## config.mk

```make
export PLATFORM = sky130hd
export DESIGN_NAME = openriscv_mem_arbiter
export DESIGN_NICKNAME = d
export VERILOG_FILES = /design/src/rtl/openriscv_mem_arbiter.sv
export SDC_FILE = /design/constraint.sdc
export NUM_CORES = 1
export LEC_CHECK = 0
export BUFFER_PORTS_ARGS = -buffer_cell sky130_fd_sc_hd__buf_2
export CORE_AREA = 5 5 104 106
export CTS_BUF_LIST = sky130_fd_sc_hd__clkbuf_4
export CTS_CLUSTER_SIZE = 30
export DETAILED_ROUTE_END_ITERATION = 8
export DIE_AREA = 0 0 109 111
export PLACE_DENSITY_LB_ADDON = 0.08
export SLEW_MARGIN = 5
export SYNTH_ARGS = -nofsm -noshare
export SYNTH_HDL_FRONTEND = slang
export SYNTH_SLANG_ARGS = --single-unit
```

## constraint.sdc

```tcl
create_clock -name clk -period 5.7 [get_ports clk]
set_input_delay 1.14 -clock clk [delete_from_list [all_inputs] [get_ports clk]]
set_output_delay 1.14 -clock clk [all_outputs]
set_load 0.03 [all_outputs]
```

## src/rtl/openriscv_mem_arbiter.sv

```systemverilog
// Two-requester arbiter sharing one single-port memory between instruction fetch (m0)
// and load/store (m1), with fetch anti-starvation, an m1 lock and one-cycle read routing.
module openriscv_mem_arbiter #(
  parameter int AW         = 32,
  parameter int DW         = 32,
  parameter int STARVE_MAX = 4
) (
  input  logic            clk,
  input  logic            rst,
  input  logic            m0_req,
  input  logic [AW-1:0]   m0_addr,
  output logic            m0_gnt,
  output logic            m0_rvalid,
  output logic [DW-1:0]   m0_rdata,
  input  logic            m1_req,
  input  logic            m1_we,
  input  logic [DW/8-1:0] m1_be,
  input  logic [AW-1:0]   m1_addr,
  input  logic [DW-1:0]   m1_wdata,
  input  logic            m1_lock,
  output logic            m1_gnt,
  output logic            m1_rvalid,
  output logic [DW-1:0]   m1_rdata,
  output logic            mem_req,
  output logic            mem_we,
  output logic [DW/8-1:0] mem_be,
  output logic [AW-1:0]   mem_addr,
  output logic [DW-1:0]   mem_wdata,
  input  logic            mem_gnt,
  input  logic [DW-1:0]   mem_rdata
);

  // Handshake: a requester holds req and its fields stable until it sees gnt;
  // gnt is high only in a cycle where the arbiter selects it and mem_gnt is high.

  typedef enum logic [1:0] {
    SEL_NONE = 2'd0,
    SEL_M0   = 2'd1,
    SEL_M1   = 2'd2
  } sel_t;

  localparam logic [3:0] STARVE_LIM = 4'(STARVE_MAX);

  sel_t       winner;
  sel_t       rsp_owner;
  sel_t       rsp_next;
  logic       lock_held;
  logic       lock_next;
  logic [3:0] starve_cnt;
  logic [3:0] starve_next;

  // Gating winner with rst forces every combinational output low during reset.
  always_comb begin
    winner = SEL_NONE;
    if (rst) begin
      winner = SEL_NONE;
    end else if (lock_held) begin
      if (m1_req) winner = SEL_M1;
    end else if (m0_req && m1_req) begin
      winner = (starve_cnt == STARVE_LIM) ? SEL_M0 : SEL_M1;
    end else if (m0_req) begin
      winner = SEL_M0;
    end else if (m1_req) begin
      winner = SEL_M1;
    end
  end

  assign m0_gnt  = (winner == SEL_M0) && mem_gnt;
  assign m1_gnt  = (winner == SEL_M1) && mem_gnt;
  assign mem_req = (winner != SEL_NONE);

  always_comb begin
    mem_we    = 1'b0;
    mem_be    = '0;
    mem_addr  = '0;
    mem_wdata = '0;
    case (winner)
      SEL_M0: begin
        mem_be   = '1;
        mem_addr = m0_addr;
      end
      SEL_M1: begin
        mem_we    = m1_we;
        mem_be    = m1_be;
        mem_addr  = m1_addr;
        mem_wdata = m1_wdata;
      end
      default: ;
    endcase
  end

  // Fetch loses only count while unlocked; stall cycles grant nothing and so hold.
  always_comb begin
    starve_next = starve_cnt;
    if (m0_gnt)
      starve_next = '0;
    else if (m0_req && m1_gnt && !lock_held && (starve_cnt != STARVE_LIM))
      starve_next = starve_cnt + 4'd1;

    lock_next = lock_held;
    if (m1_gnt) lock_next = m1_lock;

    rsp_next = SEL_NONE;
    if (m0_gnt)
      rsp_next = SEL_M0;
    else if (m1_gnt && !m1_we)
      rsp_next = SEL_M1;
  end

  always_ff @(posedge clk or posedge rst) begin
    if (rst) begin
      rsp_owner  <= SEL_NONE;
      lock_held  <= 1'b0;
      starve_cnt <= '0;
    end else begin
      rsp_owner  <= rsp_next;
      lock_held  <= lock_next;
      starve_cnt <= starve_next;
    end
  end

  assign m0_rvalid = (rsp_owner == SEL_M0);
  assign m1_rvalid = (rsp_owner == SEL_M1);
  assign m0_rdata  = m0_rvalid ? mem_rdata : '0;
  assign m1_rdata  = m1_rvalid ? mem_rdata : '0;

endmodule

```

==> flow_metrics.tcl <==
set metrics [dict create \
    yosysWarnings 0 \
    hold_buffers 0 \
    dp_worst_setup_slack_ps 1420 \
    cpPeakStageDelay_ps 800 \
    num_vias 2619 \
    htree_levels 1 \
    synth_edf_count 0 \
    cts.sinks 7 \
    clk_path_buf_depth 2 \
    skew_ps 7.50 \
    fin_crit_sh_pct 74.1 \
    cts-root-buf "clkbuf_4" \
    min_path_type "flip-flop to flip-flop" \
    max_freq_ghz 0.237 \
    power.leakage_nw 1.96 \
    yosysUniqueCellTypes 24 \
    path_max_fanout 54 \
    clk_latency_ps 260 \
    rows 36 \
    slew_viol_final 0 \
    status "completed" \
    grt_overflow 0 \
    powerDensity_nw_per_um2 99.8 \
    vdd.ir_drop.worst_mv 0.0405 \
    syn2layout_area_growth_pct 93.0 \
    crit_arrival_ps 3080 \
    die_w_um 109 \
    crit_type "input port to output pin" \
    cp_slowest_cell "ha_2" \
    ys_async_sr_fraction_pct 100 \
    grt_max_degree 55 \
    routed_via_density 4.13 \
    layoutNonFillerInstCount 634 \
    drtIter0Drc 114 \
    layout.nets 645 \
    cts_buffers 3 \
    synth_area_leader_cell "and2_1" \
    fin_tns_setup_ps 0 \
    ant_nets 0 \
    crit_required_ps 4560 \
    syn-num-nets 382 \
    final_cell_mix "buf_2 (276), and2_1 (98), nor2b_1 (39)" \
    grt_pass1_vias 2571 \
    gp_congestion 0.809 \
    post-dp-hpwl_um 7790 \
    endpoint_kind "output pin" \
    dp_cells 629 \
    synth.area.top_cells "and2_1 (37%), nor2b_1 (15%), a22oi_1 (15%)" \
    worst_pin_slew_ps 935 \
    ctsResizeCount 0 \
    drt-wirelength-per-cell_um 14.3 \
    cp_common_cell "buf_2" \
    core_um2 9680 \
    design_area_um2 3160 \
    hold_violations 0 \
    port_buffers 276 \
    wirelength_um 9080 \
    syn_avg_cell_area_um2 6.88 \
    crit_buf_inv 3 \
    initial_core_util_pct 16.9 \
    synth-seq-cells 7 \
    drc_errors 0 \
    cp_top_family "adder cells" \
    fin_crit_ps 4220 \
    grtUsageTotal_pct 13.7 \
    die_area_um2 12100 \
    num_io_pins 277 \
    crit_chain "buf_2 > nand2b_1 > o21ai_0 > inv_1 > ha_2 > a22oi_1 > nor2b_1 > buf_2" \
    die_h_um 111 \
    drive_above_1_share_pct 57.4 \
    grt_pass1_wl_um 13300 \
    ys_seq_area_share_pct 10.7 \
    cts_setup_buffers 0 \
    synth_top_area_share_pct 37.4 \
    clk_pin_slew_ps 50 \
    setup_viol 0 \
    startpoint_type "input port" \
    synth_cells 238 \
    worst_slack_ps 1480 \
    max_cap_violations 0 \
    drt-pass1-iter-count 4 \
    cts_tree "done" \
    layout_commonest_cell "buf_2" \
    relSlewSlack_pct 37.6 \
    antenna_found_initial 1 \
    syn-cell-area_um2 1640 \
    ys.flop_type "dfrtp_1" \
    whs_ps 566 \
    grt_setup_unrepaired "no" \
    placed_cell_area_um2 3130 \
]
==> sequential cells by signal, summed over array words and instances (netlist names) <==
signal,flops
rsp_owner,2
lock_held,1
starve_cnt,4
==> worst register-to-register path: cells and delay by family (launching register included) <==
family / cells / cell delay (ps)
compound gates: 2 / 320
fa+ha+maj: 2 / 1030
buf+inv: 3 / 500
flops: 1 / 390
simple gates: 3 / 780
==> power by group <==
part           internal, mW  switching, mW  total, mW  leakage (nW)
Combinational        0.0855          0.117      0.202          1.85
Clock                0.0316         0.0197     0.0513        0.0184
Sequential           0.0558        0.00605     0.0618        0.0930
Total                 0.173          0.143      0.315          1.96
==> cells in the mapped netlist, types with 2 or more instances <==
cell type and instances:
ha_1 5, o21ai_0 4, nor2b_1 39, a21oi_1 8
nor3_1 2, buf_2 2, nand3_1 3, clkbuf_1 16
dfrtp_1 7, a22oi_1 32, and2_1 98, buf_1 3
inv_1 8
==> logic make-up after synthesis <==
logic type,count (synthesis),share of synthesized area [%]
AOI/OAI and AO/OA,46,19.6
DFF,7,10.7
and+or+nand+nor,149,58.0
adders and majority gates,5,3.82
muxes,1,0.687
buffers and inverters,30,7.26
==> path summary, 6_finish.rpt <==
check	from	cells past startpoint	end	slack, ps
min in group asynchronous	rst	2	starve_cnt[3]	840
worst max register to register	starve_cnt[0]	10	starve_cnt[3]	2610
max in group asynchronous	rst	2	starve_cnt[0]	4620
worst max-delay path	m0_req	8	mem_addr[21]	1480
worst min-delay path	lock_held	1	lock_held	570
worst min register to register	lock_held	1	lock_held	570
==> routing by layer <==
layer / global-route usage (%) / wire length, um / up-vias
met2: 27.6 / 4810 / 171
met5: 0 / 0 / -
li1: - / - / 1311
met3: 4.72 / 1240 / 6
met1: 12.7 / 2910 / 1131
met4: 2.78 / 121 / 0
==> through the flow <==
stage,utilization (%),power [mW]
2_1_floorplan,-,0.180
3_3_place_gp,32.3,0.268
3_5_place_dp,32.3,0.268
4_1_cts,32.6,0.322
5_1_grt,32.6,0.342
6_report,32.6,0.315
==> area by class of cell <==
class,instances,area [um2]
multi-input combinational,201,1350
timing repair buffer,280,1410
sequential,7,175
fill,1061,6520
tap,133,166
antenna,1,2.50
clock buffer,4,30.0
inverter,8,30.0
Note: power is estimated with default switching activity, not from simulation.
